**config.mk**
```make
export PLATFORM = sky130hd
export DESIGN_NAME = wb_port_arbiter
export DESIGN_NICKNAME = d
export VERILOG_FILES = /design/src/rtl/wb_port_arbiter.sv
export SDC_FILE = /design/constraint.sdc
export NUM_CORES = 1
export LEC_CHECK = 0
export ABC_CLOCK_PERIOD_IN_PS = 6710
export CAP_MARGIN = 20
export CORE_AREA = 2 2 198 200
export CTS_CLUSTER_DIAMETER = 30
export DETAILED_ROUTE_END_ITERATION = 10
export DIE_AREA = 0 0 200 202
export GPL_TIMING_DRIVEN = 1
export MAX_ROUTING_LAYER = met4
export PLACE_DENSITY_LB_ADDON = 0.25
export RECOVER_POWER = 100
export SLEW_MARGIN = 20
export SYNTH_ARGS = -nofsm -noshare
export SYNTH_HDL_FRONTEND = slang
export SYNTH_SLANG_ARGS = --single-unit
export TNS_END_PERCENT = 1
```
**constraint.sdc**
```tcl
create_clock -name clk -period 6.71 [get_ports clk]
set_input_delay 1.0065 -clock clk [delete_from_list [all_inputs] [get_ports clk]]
set_output_delay 1.0065 -clock clk [all_outputs]
set_load 0.05 [all_outputs]
```
**src/rtl/wb_port_arbiter.sv**
```systemverilog
// wb_port_arbiter: merges the two write-back lanes of the dual-issue pipe into
// one in-order queue. The queue drains one entry per cycle into the single
// register-file write port. It also flags reads that hit a destination still
// waiting in the queue, so decode can stall on them.
module wb_port_arbiter #(
    parameter int unsigned D_WIDTH = 32,
    parameter int unsigned DEPTH   = 4,
    parameter int unsigned CW      = $clog2(DEPTH) + 1
) (
    input  logic               clk,
    input  logic               rst,
    input  logic               i_RegWrite0,
    input  logic               i_PCSrc0,
    input  logic [3:0]         i_WA3_0,
    input  logic [D_WIDTH-1:0] i_Result0,
    input  logic               i_RegWrite1,
    input  logic               i_PCSrc1,
    input  logic [3:0]         i_WA3_1,
    input  logic [D_WIDTH-1:0] i_Result1,
    input  logic [3:0]         i_RA1,
    input  logic [3:0]         i_RA2,
    output logic               o_Ready,
    output logic               o_RegWriteW,
    output logic               o_PCSrcW,
    output logic [3:0]         o_WA3W,
    output logic [D_WIDTH-1:0] o_ResultW,
    output logic               o_Pend1,
    output logic               o_Pend2,
    output logic [CW-1:0]      o_Count,
    output logic               o_Overflow
);

    localparam int unsigned PW = $clog2(DEPTH);

    // Queue state
    logic [PW-1:0]      rdPtr;
    logic [PW-1:0]      wrPtr;
    logic [CW-1:0]      count;
    logic               overflow;

    // Entry storage, one field per array, indexed by slot
    logic [DEPTH-1:0]   entValid;
    logic [DEPTH-1:0]   entRegWrite;
    logic [DEPTH-1:0]   entPCSrc;
    logic [3:0]         entWA3    [DEPTH];
    logic [D_WIDTH-1:0] entResult [DEPTH];

    // Per-cycle control
    logic               laneValid0;
    logic               laneValid1;
    logic               ready;
    logic               push0;
    logic               push1;
    logic               pop;
    logic               dropAny;
    logic [CW-1:0]      pushCnt;
    logic [CW-1:0]      countNext;
    logic [PW-1:0]      slot0;
    logic [PW-1:0]      slot1;

    // Lane decode, push/pop decisions and next occupancy
    always_comb begin
        laneValid0 = i_RegWrite0 | i_PCSrc0;
        laneValid1 = i_RegWrite1 | i_PCSrc1;
        // Two free slots are guaranteed from the registered count alone, so
        // the retire happening in the same cycle never widens acceptance.
        ready      = (count <= CW'(DEPTH - 2));
        push0      = ready & laneValid0;
        push1      = ready & laneValid1;
        dropAny    = ~ready & (laneValid0 | laneValid1);
        pop        = (count != '0);
        pushCnt    = CW'(push0) + CW'(push1);
        countNext  = count + pushCnt - CW'(pop);
        // Lane1 packs behind lane0 only when lane0 actually took a slot.
        slot0      = wrPtr;
        slot1      = wrPtr + PW'(push0);
    end

    // Pointers, occupancy, sticky overflow and entry storage
    always_ff @(posedge clk or posedge rst) begin
        if (rst) begin
            rdPtr       <= '0;
            wrPtr       <= '0;
            count       <= '0;
            overflow    <= 1'b0;
            entValid    <= '0;
            entRegWrite <= '0;
            entPCSrc    <= '0;
            for (int i = 0; i < int'(DEPTH); i++) begin
                entWA3[i]    <= '0;
                entResult[i] <= '0;
            end
        end else begin
            count <= countNext;
            rdPtr <= rdPtr + PW'(pop);
            wrPtr <= wrPtr + PW'(pushCnt);
            if (dropAny) begin
                overflow <= 1'b1;
            end
            // Head and push slots never coincide: a push needs two free
            // slots, and when empty nothing retires.
            if (pop) begin
                entValid[rdPtr] <= 1'b0;
            end
            if (push0) begin
                entValid[slot0]    <= 1'b1;
                entRegWrite[slot0] <= i_RegWrite0;
                entPCSrc[slot0]    <= i_PCSrc0;
                entWA3[slot0]      <= i_WA3_0;
                entResult[slot0]   <= i_Result0;
            end
            if (push1) begin
                entValid[slot1]    <= 1'b1;
                entRegWrite[slot1] <= i_RegWrite1;
                entPCSrc[slot1]    <= i_PCSrc1;
                entWA3[slot1]      <= i_WA3_1;
                entResult[slot1]   <= i_Result1;
            end
        end
    end

    // Head entry drives the write port directly; all zero while empty
    always_comb begin
        o_RegWriteW = 1'b0;
        o_PCSrcW    = 1'b0;
        o_WA3W      = '0;
        o_ResultW   = '0;
        if (pop) begin
            o_RegWriteW = entRegWrite[rdPtr];
            o_PCSrcW    = entPCSrc[rdPtr];
            o_WA3W      = entWA3[rdPtr];
            o_ResultW   = entResult[rdPtr];
        end
    end

    // Pending-write lookup over every queued entry, head included
    always_comb begin
        o_Pend1 = 1'b0;
        o_Pend2 = 1'b0;
        for (int i = 0; i < int'(DEPTH); i++) begin
            if (entValid[i] && entRegWrite[i] && (entWA3[i] == i_RA1)) begin
                o_Pend1 = 1'b1;
            end
            if (entValid[i] && entRegWrite[i] && (entWA3[i] == i_RA2)) begin
                o_Pend2 = 1'b1;
            end
        end
    end

    // Status outputs
    always_comb begin
        o_Ready    = ready;
        o_Count    = count;
        o_Overflow = overflow;
    end

endmodule

```
==> run_results.csv, run 1 <==
group,metric,value,unit
clock_tree,ctsHoldBuffers,0,
setup_path,worstPathMaxFanout,24,
floorplanning,die_x,200,um
synth,synth_nets,881,
job,maxCapViolCount,9,
cells_and_area,multi_input_area,4990,um2
timing,slew_headroom,-77.2,%
synth,ys_seq_area_share,43.5,%
cells_and_area,nNetsFinal,982,
synth,synth.largest_area_cell,"dfrtp_1",
clock_tree,clockRootBuffer,"clkbuf_16",
synth,synth_top_area_share,43.5,%
synth,synth.distinct_cells,38,
setup_path,slowest_stage,"nor2_1",
outcome,status,"finished with violations",
clock_tree,clk_pin_slew,70,ps
clock_tree,cts_buffers,17,
power,p_total,6.71,mW
grt,antenna_found_initial,0,
setup_path,path_class,"in2reg",
clock_tree,clk_path_buf_depth,2,
timing,maxSlewViolCount,363,
grt,grt_use_total,15.0,%
floorplanning,start_util,24.7,%
routing,route.detailed.drc,0,
timing,rsz0062_at_grt,"no",
grt,grt_max_degree,66,
setup_path,crit_path_max_incr_delay,1590,ps
timing,whs,467,ps
synth,synth.most_common_cell,"dfrtp_1",
routing,drt-initial-drc-count,233,
routing,ant_nets,0,
setup_path,cp-end-kind,"register",
clock_tree,clock-sinks,164,
setup_path,r2r_cells,5,
timing,worst_slew_pin_slew,2660,ps
floorplanning,dieHeight,202,um
clock_tree,clock_latency,440,ps
floorplanning,dieArea,40400,um2
power,power_frac_comb,57.3,%
power,clkPwrFrac,13.5,%
place,io_buffers,130,
synth,syn_area_per_cell,12.0,um2
synth,synthTopCellsByCount,"164 x dfrtp_1, 143 x mux2_2, 76 x mux2i_1",
clock_tree,cts_resized,0,
timing,min_period,4920,ps
cells_and_area,register_area,4110,um2
power,internal_power,3.80,mW
clock_tree,cts_tree,"built",
cells_and_area,drive_gt1_share,24.9,%
power,irDropWorstVdd,0.335,mV
clock_tree,post-cts-setup-buffers,0,
timing,setup_tns,0,ps
routing,routedWlPerCell,20.0,um
synth,async_flop_share,100,%
setup_path,required,6900,ps
timing,setup_violations,0,
synth,netlist_area,9440,um2
power,switching_share,43.4,%
routing,totalWireLength,28.4,mm
synth,synth_edf_count,0,
synth,yosysWarnings,0,
routing,via_per_inst,4.55,
power,power.density,574,nW/um2
floorplanning,core,38300,um2
synth,ys_ff_latch,164,
synth,synthFlopType,"dfrtp_1",
cells_and_area,area_delta_synth_final,23.7,%
synth,synth_cells,788,
grt,grt-ovfl-total,0,
hold_path,holdPathStages,1,
power,power.net_switching,2.91,mW
place,dp_hpwl,16.9,mm
setup_path,cp_cell_sequence,"dlygate4sd3_1, o211ai_1, nor2_1, clkbuf_2, mux2i_1, a21oi_1",
power,p_seq_share,29.1,%
floorplanning,ioPinCount,131,
outcome,violations,"capacitance limit, slew limit",
clock_tree,htreeDepth,4,
setup_path,setup.worst_path.start_class,"input port",
timing,finalHoldViolations,0,
floorplanning,rows,72,
hold_path,hold_class,"reg2reg",
setup_path,worst_ep_arrival_time,5110,ps
cells_and_area,nFillCells,3913,
timing,skew,9.08,ps
routing,dr.pass1.iters,6,
timing,fmax,203,MHz
synth,yosys-top-cells-area,"dfrtp_1 43%, mux2_2 17%, mux4_2 9.1%",
cells_and_area,n_antenna_cell,0,
power,leakagePower,4.39,nW
timing,min_period_over_period,73.3,%
grt,grt_pass1_wl,43.4,mm
routing,num_vias,6456,
place,place_congestion,0.798,
grt,grt_pass1_vias,6736,
-- metal layers --
| layer | global-route usage [%] | vias to the layer above | routed length, um |
|---|---|---|---|
| met5 | - | - | 0 |
| met4 | 4.37 | 0 | 233 |
| met3 | 2.22 | 10 | 747 |
| met2 | 23.0 | 117 | 13400 |
| met1 | 20.7 | 3298 | 14000 |
| li1 | - | 3031 | - |
-- critical path, delay by kind of cell --
kind	cells	cell delay (ps)
compound gates	2	340
mux	1	270
buf+inv	2	1880
simple gates	1	1590
-- cell type report --
class	instances	share of cell area [%]
clock buffer	25	3.99
clock inverter	7	0.450
inverter	11	0.364
multi-input combinational	553	42.7
sequential	164	35.2
tap	518	5.55
timing repair buffer	142	11.7
-- path summary, 6_finish.rpt --
kind                             start  slack (ps)       endpoint
max                        i_RegWrite0        1790   entResult[1]
min                         o_Overflow         470     o_Overflow
max reg2reg                   slot0[1]        2670   entResult[1]
min reg2reg                 o_Overflow         470     o_Overflow
max in group asynchronous          rst        2720       rdPtr[0]
min in group asynchronous          rst        1470  entResult[15]
-- through the flow --
stage | setup WS, ps | utilization (%) | instance area [um2] | std cells
after global placement | 2740 | 29.4 | 11200 | 1388
after floorplan | 1270 | - | 9440 | 788
after global routing | 1490 | 30.5 | 11700 | 1420
final | 1790 | 30.5 | 11700 | 1420
after detailed placement | 2710 | 29.4 | 11200 | 1388
after CTS | 2420 | 30.7 | 11800 | 1420
-- power groups by stage --
stage               logic [mW]  clock network, mW  registers (mW)
detailed placement        3.97                  0            1.98
global route              4.14              0.981            2.04
finish                    3.85              0.908            1.95
floorplan                 3.02                  0            1.77
global placement          3.93                  0            1.99
CTS                       3.98              0.948            1.97
-- cells by family after synthesis --
logic type,Yosys count,synth area share [%]
AO/OA/AOI/OAI,89,5.23
XOR/XNOR,37,3.43
adder cells (fa/ha/maj),7,1.01
buffers and inverters,71,3.43
flip-flops,164,43.5
multiplexers,266,35.6
AND/OR/NAND/NOR,154,7.83
-- cell usage in the layout (no fill, tap or decap), drive strengths merged, types with 2 or more instances in the layout --
master / instances
a21oi: 40
nand3: 4
or2: 2
inv: 10
and2: 38
mux4: 38
o21ai: 40
clkinvlp: 5
clkbuf: 32
mux2i: 76
nand2: 40
buf: 5
nor2: 45
clkinv: 3
xnor2: 12
clkdlybuf4s50: 111
dfrtp: 164
mux2: 152
xor2: 25
nor3: 11
dlygate4sd3: 19
ha: 6
nand4: 10
-- registers in the layout (all words and copies together) (netlist names) --
name and cells:
entWA3 16, entResult 128, entValid 4, rdPtr 2
entPCSrc 4, o_Count 3, slot0 2, o_Overflow 1
entRegWrite 4
(Power assumes the default switching activity.)
==> run 2, diff against run 1 <==
- ABC_CLOCK_PERIOD_IN_PS: 6710 -> 4400
- clock period: 6.71 -> 4.4 ns (I/O delays scaled with it)
==> run 2 against run 1 <==
Effect of this change: the flow still finishes with violations (capacitance limit, slew limit); highest routed layer unchanged; clock skew is 5.6 ps higher; largest cell class unchanged; global-route usage is 0.13 points lower; first-iteration DRC count is 13% higher; combinational power is 50% higher; via count is 1.6% higher; critical endpoint is now o_ResultW[17]; core utilization is 0.34 points higher.
==> run_results.csv, run 2 (synthesized netlist as in run 1, its figures left out) <==
group,metric,value,unit
hold_path,hold_class,"reg2reg",
timing,min_period,3750,ps
setup_path,setup.worst_path.start_class,"register",
cells_and_area,largest_register_ffs,128,
job,maxCapViolCount,4,
routing,route.detailed.drc,0,
setup_path,cp-end-kind,"output pin",
cells_and_area,nFillCells,3913,
hold_path,holdPathEnd,"o_Overflow",
clock_tree,clock_latency,440,ps
timing,setup_tns,0,ps
cells_and_area,layout_common_cells,"162 x dfrtp_1, 143 x mux2_2, 83 x clkdlybuf4s50_1, 76 x mux2i_1, 47 x dlygate4sd3_1",
place,dp_hpwl,17.6,mm
routing,routedWlPerCell,19.6,um
place,post_dp_cell_area,11300,um2
power,power.density,873,nW/um2
cells_and_area,register_area,4110,um2
floorplanning,rows,72,
clock_tree,ctsHoldBuffers,0,
setup_path,r2r_cells,6,
cells_and_area,drive_gt1_share,26.4,%
cells_and_area,nNetsFinal,988,
place,post-place-ws,980,ps
clock_tree,cts_resized,0,
place,io_buffers,130,
setup_path,cp_cell_sequence,"mux4_2, and2_1, dlygate4sd3_1",
timing,rsz0062_at_grt,"no",
clock_tree,clk_path_buf_depth,2,
routing,dr.pass1.iters,5,
power,internal_power,5.90,mW
grt,antenna_found_initial,1,
cells_and_area,largestRegisters,"entResult: 128 flops, entWA3: 16 flops",
floorplanning,start_util,24.7,%
timing,maxSlewViolCount,198,
floorplanning,dieArea,40400,um2
clock_tree,clock-sinks,164,
timing,skew,14.6,ps
timing,fmax,266,MHz
routing,wl_met2,13.2,mm
routing,totalWireLength,27.9,mm
cells_and_area,area_delta_synth_final,25.1,%
timing,setup_ws,647,ps
grt,grt-ovfl-total,0,
timing,min_period_over_period,85.3,%
clock_tree,post-cts-setup-buffers,0,
floorplanning,dieHeight,202,um
routing,dr_wl_met3,942,um
power,leakagePower,4.52,nW
grt,grt_pass1_vias,6802,
outcome,status,"finished with violations",
grt,grt_use_total,14.9,%
hold_path,hp-start,"o_Overflow",
timing,slew_headroom,-17.2,%
routing,drt-initial-drc-count,263,
power,switching_share,42.8,%
power,power_frac_comb,56.1,%
grt,grt_pass1_wl,43.4,mm
clock_tree,cts_buffers,17,
floorplanning,ioPinCount,131,
power,irDropWorstVdd,0.524,mV
cells_and_area,regMostFlops,"entResult",
outcome,violations,"capacitance limit, slew limit",
place,place_congestion,0.830,
setup_path,r2r-end,"entResult[109]",
clock_tree,clk_pin_slew,60,ps
setup_path,worstPathMaxFanout,43,
routing,num_vias,6561,
power,power.net_switching,4.41,mW
power,clkPwrFrac,14.7,%
cells_and_area,fin_area,11800,um2
clock_tree,htreeDepth,4,
timing,worst_slew_pin_slew,1760,ps
timing,setup_violations,0,
setup_path,slowest_stage,"dfrtp_4",
routing,via_per_inst,4.60,
cells_and_area,final_util,30.8,%
timing,whs,472,ps
setup_path,path_class,"reg2out",
hold_path,holdPathStages,1,
cells_and_area,multi_input_area,5010,um2
grt,grt_max_degree,78,
clock_tree,cts_tree,"built",
routing,wl_met1,13.4,mm
power,p_seq_share,29.2,%
floorplanning,die_x,200,um
floorplanning,core,38300,um2
routing,highest_layer,"met4",
cells_and_area,final_common_cell,"dfrtp_1",
setup_path,ff2ff_setup_slack,1110,ps
timing,finalHoldViolations,0,
setup_path,crit_path_max_incr_delay,1070,ps
setup_path,worst_ep_arrival_time,3090,ps
setup_path,required,3740,ps
clock_tree,clockRootBuffer,"clkbuf_16",
routing,ant_nets,0,
setup_path,reg2reg_from,"o_Count[1]",
-- run 2: cell types whose count changed in the layout (fill, tap and decap cells not counted), sizes merged --
cell | before | now
clkinvlp | 5 | 4
bufinv | 0 | 3
diode | 0 | 2
clkdlybuf4s50 | 111 | 83
dlygate4sd3 | 19 | 47
buf | 5 | 8
-- run 2: critical path: cells and delay by family (launching register included) --
kind	cells	cell delay, ps
buffers and inverters	1	760
AND/OR/NAND/NOR	1	170
flip-flops	1	1070
multiplexers	1	640
-- run 2: per-layer routing --
metal,GRT usage (%),up-vias
met2,22.8,133
li1,-,3032
met3,2.44,18
met4,3.86,0
met1,20.5,3378
met5,-,-
-- run 2: area by class of cell --
cell class,count,area share [%]
multi-input cells,553,42.4
clock buffers,22,3.76
clock inverters,9,1.11
diodes,2,0.0424
well taps,518,5.49
flip-flops and latches,164,34.8
repair buffers,148,12.0
inverters,11,0.360
-- run 2: worst max path at each step --
stage	slack (ps)	to	cells after the start	from
CTS	600	o_ResultW[19]	3	rdPtr[0]
global placement	980	o_Count[2]	11	i_RegWrite1
floorplan	1660	entPCSrc[0]	1	rst
global route	440	o_ResultW[13]	3	rdPtr[0]
finish	650	o_ResultW[17]	3	rdPtr[0]
detailed placement	980	o_Count[2]	11	i_PCSrc1
-- run 2: per-stage QoR --
stage | instances | total power, mW
2_1_floorplan | 788 | 7.30
3_3_place_gp | 1394 | 9.06
3_5_place_dp | 1394 | 9.12
4_1_cts | 1425 | 10.7
5_1_grt | 1426 | 11.0
6_report | 1427 | 10.3
-- run 2: power by group through the flow --
| stage | Combinational (mW) | Sequential [mW] | Clock (mW) |
|---|---|---|---|
| final | 5.79 | 3.01 | 1.52 |
| after global routing | 6.25 | 3.13 | 1.64 |
| after CTS | 6.09 | 3.02 | 1.58 |
| after detailed placement | 6.08 | 3.04 | 0 |
| after global placement | 6.02 | 3.03 | 0 |
| after floorplan | 4.61 | 2.69 | 0 |
==> run 3, diff against run 2 <==
- ABC_CLOCK_PERIOD_IN_PS: 4400 -> 3600
- clock period: 4.4 -> 3.6 ns (I/O delays scaled with it)
==> run 3 against run 2 <==
Effect of this change: the run still ends with capacitance limit, slew limit left; register-to-register slack worse by 790 ps; sequential share of layout area down 0.29 points; routed wire length about the same; cell count up 0.84%; power up 24%; critical endpoint is now o_ResultW[7].
==> run_results.csv, run 3 (synthesized netlist as in run 1, its figures left out) <==
group,metric,value,unit
setup_path,setup.worst_path.start_class,"register",
place,place_congestion,0.791,
grt,grt_max_degree,51,
outcome,violations,"capacitance limit, slew limit",
cells_and_area,multi_input_area,4980,um2
cells_and_area,n_antenna_cell,0,
grt,grt_use_total,14.8,%
timing,skew,11.3,ps
clock_tree,cts_tree,"built",
floorplanning,start_util,24.7,%
cells_and_area,final_common_cell,"dfrtp_1",
cells_and_area,nNetsFinal,1001,
cells_and_area,regMostFlops,"entResult",
cells_and_area,fin_area,11900,um2
cells_and_area,nFillCells,3880,
power,irDropWorstVdd,0.607,mV
timing,worst_slew_pin_slew,1680,ps
setup_path,cp-end-kind,"output pin",
floorplanning,ioPinCount,131,
cells_and_area,layout_common_cells,"162 x dfrtp_1, 143 x mux2_2, 85 x clkdlybuf4s50_1, 76 x mux2i_1, 45 x dlygate4sd3_1",
routing,route.detailed.drc,0,
clock_tree,clock_latency,440,ps
routing,dr.pass1.iters,4,
setup_path,slowest_stage,"dlygate4sd3_1",
floorplanning,die_x,200,um
timing,finalHoldViolations,0,
hold_path,holdPathStages,1,
setup_path,worstPathMaxFanout,16,
outcome,status,"finished with violations",
place,dp_hpwl,18.0,mm
grt,grt_pass1_vias,6953,
place,post_dp_cell_area,11500,um2
timing,fmax,293,MHz
timing,rsz0062_at_grt,"no",
clock_tree,clk_path_buf_depth,2,
timing,maxSlewViolCount,34,
routing,routedWlPerCell,19.4,um
grt,antenna_found_initial,0,
clock_tree,clk_pin_slew,70,ps
clock_tree,clockRootBuffer,"clkbuf_16",
setup_path,worst_ep_arrival_time,2870,ps
cells_and_area,drive_gt1_share,26.8,%
routing,num_vias,6505,
setup_path,r2r_cells,6,
cells_and_area,largestRegisters,"entResult: 128 flops, entWA3: 16 flops",
routing,drt-initial-drc-count,353,
cells_and_area,largest_register_ffs,128,
power,leakagePower,4.57,nW
timing,setup_violations,0,
clock_tree,ctsHoldBuffers,0,
job,maxCapViolCount,1,
timing,whs,470,ps
cells_and_area,register_area,4110,um2
timing,slew_headroom,-12.5,%
power,power.density,1070,nW/um2
floorplanning,dieArea,40400,um2
floorplanning,rows,72,
clock_tree,post-cts-setup-buffers,0,
routing,totalWireLength,27.9,mm
floorplanning,dieHeight,202,um
timing,setup_tns,0,ps
clock_tree,cts_buffers,17,
place,io_buffers,130,
setup_path,required,3060,ps
routing,ant_nets,0,
cells_and_area,area_delta_synth_final,26.1,%
grt,grt_pass1_wl,43.0,mm
routing,via_per_inst,4.52,
timing,min_period,3410,ps
clock_tree,cts_resized,0,
setup_path,cp_cell_sequence,"buf_4, mux4_2, and2_1, dlygate4sd3_1",
hold_path,hold_class,"reg2reg",
setup_path,path_class,"reg2out",
floorplanning,core,38300,um2
setup_path,crit_path_max_incr_delay,760,ps
grt,grt-ovfl-total,0,
timing,min_period_over_period,94.8,%
clock_tree,clock-sinks,164,
clock_tree,htreeDepth,4,
run 3: cell types whose count changed in the layout (fill, tap and decap cells not counted), moves of 2 or more:
cell             change
buf_4                +6
inv_6                +5
clkinvlp_4           -2
mux2_4               -7
clkdlybuf4s50_1      +2
inv_8                +2
dlygate4sd3_1        -2
mux2_1               +7
diode_2              -2
run 3: per-layer routing:
metal	GRT usage [%]	part of all wire [%]	up-vias	wire length, um
met5	-	0	-	0
met4	3.17	0.82	0	230
met3	2.95	3.3	16	927
met2	22.8	47	122	13200
met1	20.1	49	3302	13600
li1	-	-	3065	-
run 3: through the flow:
stage / setup WS (ps) / utilization, % / instances / power, mW
global placement: 327 / 29.9 / 1407 / 11.2
floorplan: 872 / - / 788 / 8.92
finish: 189 / 31.1 / 1439 / 12.8
CTS: 121 / 31.5 / 1439 / 13.3
global route: 40.4 / 31.1 / 1439 / 13.6
detailed placement: 260 / 29.9 / 1407 / 11.2
run 3: cell type report:
class	count	area share, %
Inverter	11	0.357
Clock buffer	17	3.57
Clock inverter	15	1.61
Tap cell	518	5.44
Sequential cell	164	34.5
Multi-Input combinational cell	553	41.9
Timing Repair Buffer	161	12.7
run 3: report_power, final:
| part | switching [mW] | internal (mW) |
|---|---|---|
| combinational | 3.93 | 3.33 |
| clock | 0.843 | 1.11 |
| sequential | 0.736 | 2.82 |
run 3: final timing paths:
path,start,endpoint,slack [ps]
max in group asynchronous,rst,entResult[7],630
max reg2reg,o_Count[1],entResult[100],320
min reg2reg,o_Overflow,o_Overflow,470
max,rdPtr[0],o_ResultW[7],190
min in group asynchronous,rst,entResult[53],960
min,o_Overflow,o_Overflow,470
run 3: critical path, delay by kind of cell, from the launching register on:
kind          cells  cell delay [ps]
mux               1              510
buf+inv           2             1070
flops             1              660
simple gates      1              180
